**config.mk**
```make
export PLATFORM = sky130hd
export DESIGN_NAME = sum_accumulator
export DESIGN_NICKNAME = d
export VERILOG_FILES = /design/src/rtl/sum_acc_pkg.sv /design/src/rtl/acc_step.sv /design/src/rtl/sum_accumulator.sv
export SDC_FILE = /design/constraint.sdc
export NUM_CORES = 1
export LEC_CHECK = 0
export ABC_AREA = 1
export CORE_MARGIN = 3
export CORE_UTILIZATION = 54
export CTS_CLUSTER_DIAMETER = 30
export DETAILED_ROUTE_END_ITERATION = 7
export GPL_TIMING_DRIVEN = 0
export PLACE_DENSITY = 0.9
export SYNTH_ARGS = -nofsm -noshare
export SYNTH_HDL_FRONTEND = slang
export SYNTH_HIERARCHICAL = 1
export SYNTH_SLANG_ARGS = --single-unit
```
**constraint.sdc**
```tcl
create_clock -name clk -period 2.5 [get_ports clk]
set_clock_uncertainty 0.1 [all_clocks]
set_input_delay 0.75 -clock clk [delete_from_list [all_inputs] [get_ports clk]]
set_output_delay 0.75 -clock clk [all_outputs]
set_load 0.02 [all_outputs]
```
**src/rtl/sum_acc_pkg.sv**
```systemverilog
// Shared types and widths for the sum_accumulator block and its datapath step.
// Optional build macro used by this block: SUM_ACC_SATURATE_EN.
package sum_acc_pkg;

  localparam int SUM_W = 4;
  localparam int CNT_W = 8;

  typedef enum logic {
    ACCUM = 1'b0,
    HOLD  = 1'b1
  } state_e;

endpackage : sum_acc_pkg

```
**src/rtl/acc_step.sv**
```systemverilog
// One accumulate step: acc + zero-extended sum, with carry out of ACC_W.
// Build option: SUM_ACC_SATURATE_EN clamps the result to all-ones on carry instead of wrapping.
module acc_step
  import sum_acc_pkg::*;
#(
  parameter int ACC_W = 8
) (
  input  logic [ACC_W-1:0] acc_i,
  input  logic [SUM_W-1:0] sum_i,
  output logic [ACC_W-1:0] acc_o,
  output logic             carry_o
);

  logic [ACC_W:0] sum_full;

  // NOTE: every output of a combinational block is assigned on every path, so no latch is inferred.
  always_comb begin
    sum_full = {1'b0, acc_i} + {{(ACC_W + 1 - SUM_W){1'b0}}, sum_i};
    carry_o  = sum_full[ACC_W];
`ifdef SUM_ACC_SATURATE_EN
    // Once clamped, later adds carry again and re-clamp, so acc stays pinned until the frame ends.
    acc_o    = carry_o ? {ACC_W{1'b1}} : sum_full[ACC_W-1:0];
`else
    acc_o    = sum_full[ACC_W-1:0];
`endif
  end

endmodule : acc_step

```
**src/rtl/sum_accumulator.sv**
```systemverilog
// Accumulates N_SAMPLES adder sums into one frame total and presents it over a valid/ready port.
// Build option: SUM_ACC_SATURATE_EN (handled inside acc_step) selects saturating instead of wrapping adds.
module sum_accumulator
  import sum_acc_pkg::*;
#(
  parameter int ACC_W     = 8,
  parameter int N_SAMPLES = 4
) (
  input  logic             clk,
  input  logic             rst,
  input  logic             in_valid,
  output logic             in_ready,
  input  logic [SUM_W-1:0] in_sum,
  output logic             out_valid,
  input  logic             out_ready,
  output logic [ACC_W-1:0] out_total,
  output logic             out_ovf
);

  localparam logic [CNT_W-1:0] LAST_CNT = CNT_W'(N_SAMPLES - 1);

  state_e             state_q, state_d;
  logic [ACC_W-1:0]   acc_q, acc_d;
  logic [CNT_W-1:0]   cnt_q, cnt_d;
  logic               ovf_q, ovf_d;
  logic               out_valid_q, out_valid_d;
  logic [ACC_W-1:0]   out_total_q, out_total_d;
  logic               out_ovf_q, out_ovf_d;

  logic [ACC_W-1:0]   step_acc;
  logic               step_carry;
  logic               beat;

  acc_step #(
    .ACC_W (ACC_W)
  ) u_acc_step (
    .acc_i   (acc_q),
    .sum_i   (in_sum),
    .acc_o   (step_acc),
    .carry_o (step_carry)
  );

  // Ready depends only on state and reset, never on in_valid.
  assign in_ready = (state_q == ACCUM) && !rst;
  assign beat     = in_valid && in_ready;

  always_comb begin
    state_d     = state_q;
    acc_d       = acc_q;
    cnt_d       = cnt_q;
    ovf_d       = ovf_q;
    out_valid_d = out_valid_q;
    out_total_d = out_total_q;
    out_ovf_d   = out_ovf_q;

    case (state_q)
      ACCUM: begin
        if (beat) begin
          if (cnt_q == LAST_CNT) begin
            out_total_d = step_acc;
            out_ovf_d   = ovf_q | step_carry;
            out_valid_d = 1'b1;
            acc_d       = '0;
            cnt_d       = '0;
            ovf_d       = 1'b0;
            state_d     = HOLD;
          end else begin
            acc_d = step_acc;
            cnt_d = cnt_q + CNT_W'(1);
            ovf_d = ovf_q | step_carry;
          end
        end
      end
      HOLD: begin
        if (out_ready) begin
          out_valid_d = 1'b0;
          state_d     = ACCUM;
        end
      end
      default: state_d = ACCUM;
    endcase
  end

  // NOTE: sequential state is updated with non-blocking assignments so all registers see pre-edge values.
  always_ff @(posedge clk) begin
    if (rst) begin
      state_q     <= ACCUM;
      acc_q       <= '0;
      cnt_q       <= '0;
      ovf_q       <= 1'b0;
      out_valid_q <= 1'b0;
      out_total_q <= '0;
      out_ovf_q   <= 1'b0;
    end else begin
      state_q     <= state_d;
      acc_q       <= acc_d;
      cnt_q       <= cnt_d;
      ovf_q       <= ovf_d;
      out_valid_q <= out_valid_d;
      out_total_q <= out_total_d;
      out_ovf_q   <= out_ovf_d;
    end
  end

  assign out_valid = out_valid_q;
  assign out_total = out_total_q;
  assign out_ovf   = out_ovf_q;

endmodule : sum_accumulator

```
After elaboration in Yosys (flattened, before gate mapping)
Index checks and enable logic that the tools add are counted.
{"block": "totals", "regBits": 28, "input_bits": 8, "output_inout_bits": 11, "word_cells": 32}
{"block": "classes", "addsub": 2, "eq_ne": 4, "mux": 11, "bitwise": 2, "n_reduce_logical": 6}
{"op": "2-to-1 mux 8 bit", "n": 2}
{"op": "adder 8 x 4 -> 9 bit", "n": 1}
{"op": "adder 8 x 1 -> 8 bit (second input constant)", "n": 1}
{"op": "equality test 8 x 2 -> 1 bit (second input constant)", "n": 1}
{"op": "2-to-1 mux 1 bit", "n": 7}
{"op": "AND reduction 3 bit", "n": 2}
{"op": "inequality test 2 bit (second input constant)", "n": 2}
{"op": "one-hot mux 1 bit (2 select lines)", "n": 2}
{"op": "logical AND 1 bit", "n": 2}
{"op": "inequality test 2 x 1 -> 1 bit (second input constant)", "n": 1}
{"op": "AND reduction 2 bit", "n": 1}
{"op": "logical NOT 1 bit", "n": 1}
{"op": "NOT 1 bit", "n": 1}
{"op": "OR 1 bit", "n": 1}

Longest topological paths before layout
Gate-level depths: netlist of run 1.
{"block": "depth", "depth_word": 5, "ltp_mapped": 11, "depth_no_buf": 11}

By module
Netlist of run 1, hierarchy kept.
{"module": "sum_accumulator", "instances": 1, "cells_each": 157, "area_each_um2": 1213.7}
{"module": "acc_step", "instances": 1, "cells_each": 43, "area_each_um2": 254.0}

Worst setup path before layout of run 1
OpenSTA, ideal clock, no wires.
{"block": "synth_path", "path_type": "input to register", "start": "input in_sum[0]", "end": "register acc_q[4]", "t_arrival_ps": 1950, "path_slack_ps": 379, "path_stages": 9, "n_path_buf": 0, "path_cell_list": "ha_1 > fa_1 > nand3_1 > nand2_1 > xor2_1 > inv_1 > nor2_1 > nand2_1 > a21oi_1"}
{"block": "synth_between", "elab_chain_cells": 2}
{"element": "start: declaration", "line_no": "sum_accumulator.sv:13", "source": "input logic [SUM_W-1:0] in_sum,"}
{"element": "adder 8 x 4 -> 9 bit", "line_no": "acc_step.sv:18", "source": "sum_full = {1'b0, acc_i} + {{(ACC_W + 1 - SUM_W){1'b0}}, sum_i};"}
{"element": "net step_acc[4]", "line_no": "sum_accumulator.sv:30", "source": "logic [ACC_W-1:0] step_acc;"}
{"element": "2-to-1 mux 8 bit", "line_no": "sum_accumulator.sv:59", "source": "if (cnt_q == LAST_CNT) begin"}
{"element": "end signal: assignment", "line_no": "sum_accumulator.sv:88", "source": "acc_q <= '0;"}
{"element": "end signal: assignment", "line_no": "sum_accumulator.sv:96", "source": "acc_q <= acc_d;"}
{"element": "end: declaration", "line_no": "sum_accumulator.sv:23", "source": "logic [ACC_W-1:0] acc_q, acc_d;"}
The timed path passes the listed nets, and every way through them passes these cells.
A chain may end at the register's enable or synchronous reset.

Worst setup path after layout of run 1
Ends and elaborated chain as after synthesis.

==> out/summary.md, run 1 <==
The post-synthesis cell count came out at 200. Clock latency on the worst-skew pair: 0.34 ns. Across the whole layout, storage elements account for 560.5 sq um. The post-CTS clock slew at the launch and capture registers of the worst setup and hold paths is 0.15 ns, and the pin slew with the least headroom to its limit is 0.5477 ns.

Summing all multi-input logic gate instances after layout gives 773.2 sq um. TritonCTS created 3 clock buffers. The tools report the overall fraction of global-route tracks in use as 0.1911. Data arrives at the worst endpoint at 2.52 ns. The longest clock path from root to sink contains 2 buffers. The power density over the cells is 475.7 mW/mm^2. In this run the vertical extent of the chip is 58.14 um.

The die extent in x was 58.14 um. During I/O placement, the number of pins put on the boundary was 19. Number of setup buffers added after CTS: 0. Compared with the post-synthesis result, the final layout area differs by 17.48%.

The cell sitting at the root of the clock tree is a sky130_fd_sc_hd__clkbuf_4. Adding up every negative setup slack in the final design gives 0 ns. The distinct cell type count of the synthesized netlist is 25. Critical path start-end classification: in2reg. The run gives 2821 um as the overall routed net length.

Traced cell by cell, the critical path runs through clkdlybuf4s50_1, ha_1, fa_1, nand3_1, nand2_2, xor2_1, inv_1, nor2_1, nand2_1, a21oi_1. For the largest net degree at the start of global routing, the log shows 16. The largest single stage delay on the critical path is 0.43 ns. The routed via count divided by cell count was 5.024; the detailed-route DRC error count was 0. After clock tree synthesis, the flow added hold-fix buffers numbering 0. The die covers 0.003380 sq mm. The commonest cells after synthesis are sky130_fd_sc_hd__nand2_1, sky130_fd_sc_hd__dfxtp_1, sky130_fd_sc_hd__nand3_1, sky130_fd_sc_hd__inv_1, sky130_fd_sc_hd__nor2_1. The relative slew slack is 0.6349. For the final cell utilization of the core, the log shows 0.6835. The run gives 0 as the total count of max-transition violations in the final report. The most common cell in the synthesized netlist is sky130_fd_sc_hd__nand2_1. The logs give 237 for the number of nets at the end of the flow and 0 for the final setup violation count. The synthesized area per cell is 7.338 sq um, and the effective utilization at floorplan is 0.5818.

CTS saw 28 sinks. The power consumption was 0.8202 mW. IR analysis of the VDD net gives a maximum drop of 0.0004859 V. The number of hold violations in the final report was 0.

The worst hold path belongs to the class reg2reg. The synthesized net count came out at 214. Sorting the synthesized cells by area gives the leading types as sky130_fd_sc_hd__dfxtp_1, sky130_fd_sc_hd__nand2_1, sky130_fd_sc_hd__nand3_1.

For the highest achievable clock rate, the log shows 424.2 MHz. For the finished layout, the period the worst path requires is 2.358 ns. Most used flip-flop cell after synthesis: sky130_fd_sc_hd__dfxtp_1. After global routing the overflow that remains totals 0.

Input and output buffers added on the ports amount to 18. The total of flip-flops plus latches after synthesis is 28, and the count of nets left with antenna violations after detail routing is 0. The number of warning messages in the yosys log came out at 6.

Dividing the detail-routed wire length by the instance count gives 11.19 um. The tools report the final-layout fill cell count as 227. For the row count, the log shows 18. The sort of element at the start of the critical path was a primary input. The synthesized design contains 0 enable-type register cells. Cell area after placement: 0.001685 sq mm.

Summed over all instances, the cell type with the most area after synthesis is sky130_fd_sc_hd__dfxtp_1. Proportion of layout cells with a drive suffix above 1: 0.1216. Once detailed placement completed, the half-perimeter wirelength came to 2079 um. After synthesis the cells add up to 0.001468 sq mm.

The area share of the largest cell type after synthesis was 0.3819; the peak fanout along the critical path was 4. The tools report the sequential fraction of the synthesis area as 0.3819. The tools report the endpoint kind of the worst setup timing path as a register. The flow ran to the end, and the final reports show no timing, DRC or antenna violations. TritonCTS built the clock tree.

The routed via count is 1266. The via count of the first global-routing pass was 1151; the weighted congestion at the end of routability-driven global placement was 0.8815. In this run the static leakage power is 0.7202 nW. The slowest stage of the critical path belongs to the cell sky130_fd_sc_hd__clkdlybuf4s50_1.

The async set-reset flop share out of synthesis works out to 0. The initial antenna violation count was 0; the count of inserted antenna diode cells was 0. Max-cap violations in this run came to 0. The core region is 0.002522 sq mm. The run gives 5030 um as the global-route wire length before repair. Number of iterations in the first detailed-routing pass: 4.

Setup repair after global routing left no endpoint under its margin. The run gives 1 as the maximum level of the CTS H-tree. After the first detailed-routing iteration, the DRC count stood at 53. The period utilization is 0.9430, and the area of all placed cells without fillers is 0.001724 sq mm. Data on the critical path is required at its endpoint by 2.67 ns.
[worst paths after layout]
path / from / end / slack (ns) / cells past startpoint
setup reg to reg: acc_q[0] / acc_q[4] / 0.64 / 9
hold / removal: ovf_q / ovf_q / 0.36 / 2
setup / recovery: in_sum[0] / acc_q[4] / 0.14 / 10
hold reg to reg: ovf_q / ovf_q / 0.36 / 2
[where the power goes]
group | switching, mW | leakage [nW] | total (mW) | internal, mW
clock | 0.131 | 0.0210 | 0.220 | 0.0893
sequential | 0.00985 | 0.227 | 0.469 | 0.459
combinational | 0.0798 | 0.473 | 0.132 | 0.0517
[cell usage in the layout (no fill, tap or decap), drive strengths merged]
master,synthesis,layout
or2,2,2
nor2,24,24
clkdlybuf4s50,0,16
xnor2,3,3
dfxtp,28,28
ha,5,5
o21ai,9,9
buf,4,4
nand3,29,29
nand3b,1,1
fa,1,1
clkdlybuf4s15,0,1
inv,24,24
nand2,49,49
clkbuf,2,6
a21oi,16,16
xor2,3,3
dlygate4sd2,0,1
[cell families (layout without fill, tap and decap cells)]
family | after synthesis | count (layout) | synth area share
simple gates | 105 | 105 | 0.3299
buf+inv | 30 | 52 | 0.09292
flops | 28 | 28 | 0.3819
compound gates | 25 | 25 | 0.1032
fa+ha+maj | 6 | 6 | 0.05627
xor+xnor | 6 | 6 | 0.03581
[registers in the layout, summed over array words and instances, names as in the netlist]
signal     count
ovf_q          1
cnt_q          8
out_total      8
out_ovf        1
out_valid      1
state_q        1
acc_q          8
[worst max-delay path: cells and delay by family]
family	cells	cell delay (ns)
fa+ha+maj	2	0.64
buf+inv	2	0.51
simple gates	4	0.37
xor+xnor	1	0.15
compound gates	1	0.11
[cell type report]
type / count / share of cell area
buffer: 6 / 0.02685
clock buffer: 4 / 0.02105
inverter: 24 / 0.05225
multi-input combinational: 142 / 0.4485
sequential: 28 / 0.3251
tap: 30 / 0.02177
timing repair buffer: 18 / 0.1045
[per-layer routing]
metal	routed length, um	vias up	global-route usage	part of all wire
li1	-	679	-	-
met4	25	0	0.03974	0.0089
met3	182	4	0.04677	0.065
met2	1337	30	0.3177	0.47
met1	1276	553	0.2517	0.45
met5	0	-	0	0
[what timing repair did]
action                                  CTS  global route
endpoints found under the setup margin    1             2
hold endpoints to repair                  0             0
gates resized for setup                   4             1
pin swaps                                 0             0
[per-stage QoR]
stage	cells	hold WS, ns	worst slack (ns)
after floorplan	200	0.3251	0.3790
after global placement	248	0.3329	-0.3968
after detailed placement	248	0.3382	-0.3911
after CTS	252	0.3585	0.1278
after global routing	252	0.3999	0.003228
final	252	0.3590	0.1424
No activity file was read; power rests on OpenSTA's default activity.
==> run 2, diff against run 1 <==
GPL_TIMING_DRIVEN = default   (was 0)
==> run 2 against run 1 <==
Compared with the run above:
- first-iteration DRC count decreased by 26%
- clock power is 17% lower
- largest cell class unchanged
- highest routed layer unchanged
- critical path depth fell by 7
- utilization is 0.20 points higher
- largest power group unchanged
- global-route usage fell by 1.0 points
- sequential power hardly changed
- cell area up 0.29%
- via count up 2.4%
==> out/summary.md, run 2 (synthesis gave the netlist of run 1 again) <==
The peak fanout along the critical path came out at 2 (-2). The run gives 0.2161 mW (-1.9%) as the power dissipated by switching net loads. The initial antenna violation count was 0 (unchanged). The sort of element at the start of the critical path is a primary input. The die extent in x works out to 58.14 um (unchanged). The run gives 2806 um (-0.53%) as the overall routed net length. The number of iterations in the first detailed-routing pass came out at 4 (unchanged). The tools report the number of hold violations in the final report as 0 (unchanged).

The number of DRC markers in iteration 0 was 39 (-26%). The routed via count was 1296 (+2.4%). The tools report the highest achievable clock rate as 428.9 MHz (+1.1%). The port buffer count is 18 (unchanged), and the full die area is 0.003380 sq mm (unchanged). The number of maximum-capacitance violations was 0 (unchanged); the worst endpoint required time was 1.65 ns (-1.02 ns). Global-route wire length before repair: 4850 um (-3.6%). The fraction of power spent switching nets came out at 0.2736 (+0.004867). The path class of the lowest-slack min-delay path is reg2reg. The tools report the core area as 0.002522 sq mm (unchanged).

The tools report the clock net sink count as 28 (unchanged). The effective utilization at floorplan was 0.5818 (unchanged); the routed wirelength normalized by instance count was 11.09 um (-0.92%). The weighted congestion at the end of routability-driven global placement is 0.8415 (-4.5%), and the post-CTS clock slew at the launch and capture registers of the worst setup and hold paths is 0.14 ns (about the same). The number of I/O pins was 19 (unchanged). The count of inserted antenna diode cells is 0 (unchanged). The worst setup path is of the in2out kind. The library cells used most frequently in the layout, excluding fill and tap cells, are sky130_fd_sc_hd__nand2_1, sky130_fd_sc_hd__nand3_1, sky130_fd_sc_hd__dfxtp_1, sky130_fd_sc_hd__inv_1, sky130_fd_sc_hd__nor2_1. The leading cell type in the layout, fill and taps excluded was sky130_fd_sc_hd__nand2_1. The routed via count divided by cell count was 5.123 (+2.0%). The cell depth of the worst hold path was 2 (unchanged).

The logs give 0.0004710 V (-3.1%) for the worst IR drop on VDD and 0 (unchanged) for the overflow left after global routing. The tools report the clock latency on the worst-skew pair as 0.32 ns (-0.02 ns). The final-layout fill cell count was 206 (-9.3%); the internal portion of total power was 0.5739 mW (-4.3%).

Clock tree synthesis selected as its root buffer the cell sky130_fd_sc_hd__clkbuf_4. The power density over the cells came out at 456.9 mW/mm^2 (-4.0%). The largest net degree at the start of global routing came out at 15 (-1). The tools report the final setup violation count as 0 (unchanged). The combinational cell fraction of total power was 0.177 (+0.017). The fraction of power consumed by sequential logic is 0.593 (+0.022), and the maximum buffer depth of the clock tree is 2 (unchanged).

Number of nets at the end of the flow: 239 (+0.84%). The run gives 2098 um (+0.93%) as the HPWL after detailed placement. The period utilization came out at 0.9327 (-0.01035). The logs give 0.6957 (+0.06089) for the relative slew slack and 0 (unchanged) for the count of nets left with antenna violations after detail routing.

For the aggregate negative setup slack, the log shows 0 ns (unchanged). The total count of max-transition violations in the final report came out at 0 (unchanged). Setup repair after global routing left no endpoint under its margin. The run finished with clean final reports. The minimum clock period after layout was 2.332 ns (-0.02588 ns); the signal arrival time at the worst endpoint was 1.48 ns (-1.04 ns). Compared with the post-synthesis result, the final layout area differs by 17.82%. Proportion of layout cells with a drive suffix above 1: 0.1300 (+0.008423).

The tools report the number of buffers created by CTS as 3 (unchanged). Via count of the first global-routing pass: 1142 (-0.78%). Endpoint kind of the worst setup timing path: an output pin. The row count was 18 (unchanged); the overall fraction of global-route tracks in use was 0.1807 (-0.01039).

The multi-input gate area in the final layout was 770.7 sq um (-0.32%); the die span in y was 58.14 um (unchanged). The run gives 0.7900 mW (-3.7%) as the power consumption. The worst reg-to-reg path cell count was 9 (unchanged); the clock network fraction of total power was 0.230 (-0.038). For the reported leakage power, the log shows 0.7318 nW (+1.6%). The tools report the detailed-route DRC error count as 0 (unchanged). Flip-flop and latch area: 560.5 sq um (unchanged). TritonCTS built the clock tree. The pin slew with the least headroom to its limit is 0.4559 ns (-0.09183 ns), and the maximum level of the CTS H-tree is 1 (unchanged).
-- run 2: through the flow --
stage / std cells / hold slack (ns) / setup WS (ns) / util / cell area [sq um]
2_1_floorplan: 200 / 0.3251 / 0.3790 / - / 1468
3_3_place_gp: 250 / 0.3350 / -0.2590 / 0.6786 / 1712
3_5_place_dp: 250 / 0.3454 / -0.2748 / 0.6786 / 1712
4_1_cts: 253 / 0.3627 / 0.02604 / 0.6875 / 1734
5_1_grt: 253 / 0.4087 / 0.07941 / 0.6855 / 1729
6_report: 253 / 0.3606 / 0.1683 / 0.6855 / 1729
-- run 2: worst paths after layout --
| path | from | end | slack (ns) |
|---|---|---|---|
| min | ovf_q | ovf_q | 0.36 |
| max | rst | in_ready | 0.17 |
| min reg2reg | ovf_q | ovf_q | 0.36 |
| max reg2reg | acc_q[0] | acc_q[4] | 0.68 |
-- run 2: what timing repair did --
item,in CTS,in global routing
gates resized for setup,2,1
buffers inserted,0,0
hold buffers,0,0
setup endpoints to repair,1,1
-- run 2: layout make-up --
| class | count | share of cell area |
|---|---|---|
| Clock buffer | 3 | 0.01302 |
| Tap cell | 30 | 0.02171 |
| Sequential cell | 28 | 0.3242 |
| Multi-Input combinational cell | 142 | 0.4457 |
| Timing Repair Buffer | 26 | 0.1433 |
| Inverter | 24 | 0.05210 |
-- run 2: per-layer routing --
metal / global-route usage / wire length, um / vias up
met1: 0.2390 / 1331 / 587
met2: 0.3065 / 1351 / 22
li1: - / - / 685
met5: 0 / 0 / -
met4: 0.02318 / 12 / 0
met3: 0.04454 / 110 / 2
-- run 2: worst max-delay path: stages --
cell	delay (ns)
sky130_fd_sc_hd__clkdlybuf4s50_1	0.46
sky130_fd_sc_hd__nor2_4	0.10
sky130_fd_sc_hd__clkbuf_2	0.17
-- run 2: power by group through the flow --
stage	Sequential (mW)	Combinational (mW)	Clock, mW
floorplan	0.477	0.0916	0
global placement	0.478	0.134	0
detailed placement	0.478	0.138	0
CTS	0.469	0.139	0.186
global route	0.471	0.156	0.207
finish	0.469	0.140	0.182
==> run 3, diff against run 2 <==
clock period = 2.67 ns   (was 2.5 ns; I/O delays follow)
==> run 3 against run 2 <==
Compared with the run above:
- sequential power fell by 6.4%
- flip-flop and latch count did not move
- worst hold slack improved by 0.015 ns
- non-clock buffer count did not move
- clock-buffer cell count did not move
- critical path depth did not move
- sequential share of layout area fell by 0.39 points
- register-to-register slack improved by 0.14 ns
- critical endpoint unchanged
- largest power group unchanged
==> out/summary.md, run 3 (synthesis gave the netlist of run 1 again) <==
The run gives 239 (unchanged) as the number of nets at the end of the flow. The power consumption came out at 0.8444 mW (+6.9%). The worst reg-to-reg path cell count works out to 9 (unchanged). TritonCTS built the clock tree.

The proportion of layout cells with a drive suffix above 1 is 0.1295 (-0.0005806), and the aggregate negative setup slack is 0 ns (unchanged). The reported leakage power came out at 0.7396 nW (+1.1%). The logs give 1330 (+2.6%) for the routed via count and 3 (unchanged) for the number of buffers created by CTS. The routed design could run at a clock period as short as 2.626 ns. The run gives -0.2256 ns (+0.04916 ns) as the worst setup slack after placement. The sort of element at the start of the critical path is a primary input. The total count of max-transition violations in the final report is 0 (unchanged), and the routed wirelength normalized by instance count is 11.35 um (+2.4%). The routed via count divided by cell count is 5.236 (+2.2%). The tools report the master cell of the clock root buffer as sky130_fd_sc_hd__clkbuf_4.

The run gives 18 (unchanged) as the row count. The tools report the worst reg2reg path startpoint as acc_q[0]. The post-CTS clock slew at the launch and capture registers of the worst setup and hold paths was 0.15 ns (about the same); the period utilization was 0.9836. The power density over the cells is 482.4 mW/mm^2 (+5.6%). The die span in y is 58.14 um (unchanged), and the count of inserted antenna diode cells is 0 (unchanged). The logs give 0.002522 sq mm (unchanged) for the core area and 0.8315 (-1.2%) for the weighted congestion at the end of routability-driven global placement.

The logs give 0.520 (-0.073) for the fraction of power consumed by sequential logic and 0 (unchanged) for the initial antenna violation count. The run gives 0.04388 ns (-0.1244 ns) as the setup slack of the critical path after layout. Multi-input gate area in the final layout: 770.7 sq um (unchanged). The hold-critical path endpoint was out_total[2].

For the maximum level of the CTS H-tree, the log shows 1 (unchanged). The detailed-route DRC error count was 0 (unchanged); the die extent in x was 58.14 um (unchanged). The clock net sink count was 28 (unchanged); the highest achievable clock rate was 380.8 MHz.

The largest net degree at the start of global routing is 22 (+7). The final-layout fill cell count was 204 (-0.97%); the pin slew with the least headroom to its limit was 0.4431 ns (-0.01283 ns). The maximum buffer depth of the clock tree came out at 2 (unchanged). The tools report the via count of the first global-routing pass as 1162 (+1.8%). The HPWL after detailed placement came out at 2124 um (+1.2%). The effective utilization at floorplan is 0.5818 (unchanged), and the number of hold violations in the final report is 0 (unchanged).

The logs give 4 (unchanged) for the number of iterations in the first detailed-routing pass and 0 (unchanged) for the count of nets left with antenna violations after detail routing. The library cell used most frequently in the layout, excluding fill and tap cells, is sky130_fd_sc_hd__nand2_1. The overall fraction of global-route tracks in use came out at 0.1853 (+0.004548). Setup repair after global routing left no endpoint under its margin. Leaving out fill and tap cells, the most frequent cells in the layout are sky130_fd_sc_hd__nand2_1, sky130_fd_sc_hd__nand3_1, sky130_fd_sc_hd__dfxtp_1, sky130_fd_sc_hd__inv_1, sky130_fd_sc_hd__nor2_1. The number of hold-repair buffers added at the cts stage was 0 (unchanged). STA classifies the critical path endpoint as an output pin. The number of I/O pins is 19 (unchanged), and the number of setup buffers added after CTS is 0 (unchanged).

The flow ran to the end, and the final reports show no timing, DRC or antenna violations. In this run the critical register-to-register path is captured at acc_q[4]. For the internal portion of total power, the log shows 0.6361 mW (+11%). The critical path is of the in2out type.

The power dissipated by switching net loads came out at 0.2082 mW (-3.7%). The global-route wire length before repair came out at 4919 um (+1.4%). The tools report the beginning of the worst hold path as out_total[2].

The worst endpoint required time was 1.77 ns (+0.12 ns). For the worst IR drop on VDD, the log shows 0.0003964 V (-16%). The full die area is 0.003380 sq mm (unchanged), and the cell depth of the worst hold path is 2 (unchanged). Relative to the synthesized area, the layout overhead comes to 19.27%. The number of DRC markers in iteration 0 is 36 (-7.7%), and the port buffer count is 18 (unchanged). The fraction of power spent switching nets is 0.2466 (-0.02696). The tools report the overall routed net length as 2884 um (+2.8%). The register-to-register setup slack came out at 0.82 ns (+0.14 ns). The min-delay analysis places its worst path in the category reg2reg. The final setup violation count came out at 0 (unchanged). The number of maximum-capacitance violations was 0 (unchanged); the clock latency on the worst-skew pair was 0.33 ns (about the same). The signal arrival time at the worst endpoint is 1.73 ns (+0.25 ns), and the clock network fraction of total power is 0.326 (+0.096).

The combinational cell fraction of total power came out at 0.154 (-0.023). The critical path launch point is rst. The logs give 0.7036 (+0.007839) for the relative slew slack and 560.5 sq um (unchanged) for the flip-flop and latch area. The run gives 0 (unchanged) as the overflow left after global routing. The peak fanout along the critical path is 2 (unchanged).
run 3: cell count changes in the layout (fill, tap and decap cells not counted):
cell,previous run,this run
sky130_fd_sc_hd__dlygate4sd2_1,0,1
sky130_fd_sc_hd__buf_12,1,0
sky130_fd_sc_hd__clkbuf_2,1,0
sky130_fd_sc_hd__bufinv_16,0,1
sky130_fd_sc_hd__buf_4,7,8
run 3: metrics by stage:
| step | instances | hold slack [ns] | area [sq um] | util |
|---|---|---|---|---|
| finish | 254 | 0.3761 | 1750 | 0.6939 |
| global route | 254 | 0.4095 | 1750 | 0.6939 |
| global placement | 250 | 0.3330 | 1699 | 0.6736 |
| floorplan | 200 | 0.3251 | 1468 | - |
| detailed placement | 250 | 0.3593 | 1699 | 0.6736 |
| CTS | 254 | 0.3789 | 1750 | 0.6939 |
run 3: worst max-delay path, cell delays in order:
cell,delay [ns]
sky130_fd_sc_hd__clkdlybuf4s50_1,0.46
sky130_fd_sc_hd__nor2_4,0.11
sky130_fd_sc_hd__dlygate4sd2_1,0.35
run 3: worst max path at each step:
stage          slack [ns]  cells past startpoint       end
3_3_place_gp        -0.19                      3  in_ready
5_1_grt             0.003                      3  in_ready
3_5_place_dp        -0.23                      3  in_ready
6_report             0.04                      3  in_ready
4_1_cts              0.03                      3  in_ready
2_1_floorplan        0.50                      9  acc_q[4]
run 3: what timing repair did:
item	in CTS	in global routing
endpoints found under the setup margin	1	0
endpoints found under the hold margin	0	0
resized for setup	1	0
run 3: routing by layer:
metal	global-route usage	wire length (um)	vias to the layer above
li1	-	-	685
met1	0.2428	1320	605
met2	0.3016	1398	32
met3	0.02450	109	8
met4	0.08609	55	0
met5	0	0	-
run 3: final cells by class:
class / instances / share of cell area
multi-input combinational: 142 / 0.4403
clock buffer: 3 / 0.01287
timing repair buffer: 26 / 0.1365
tap: 30 / 0.02144
clock inverter: 1 / 0.01716
sequential: 28 / 0.3202
inverter: 24 / 0.05147
run 3: power groups by stage:
stage / Combinational (mW) / Sequential (mW) / Clock, mW
finish: 0.130 / 0.439 / 0.275
global route: 0.145 / 0.441 / 0.297
CTS: 0.129 / 0.439 / 0.283
detailed placement: 0.127 / 0.448 / 0
global placement: 0.123 / 0.447 / 0
floorplan: 0.0858 / 0.447 / 0
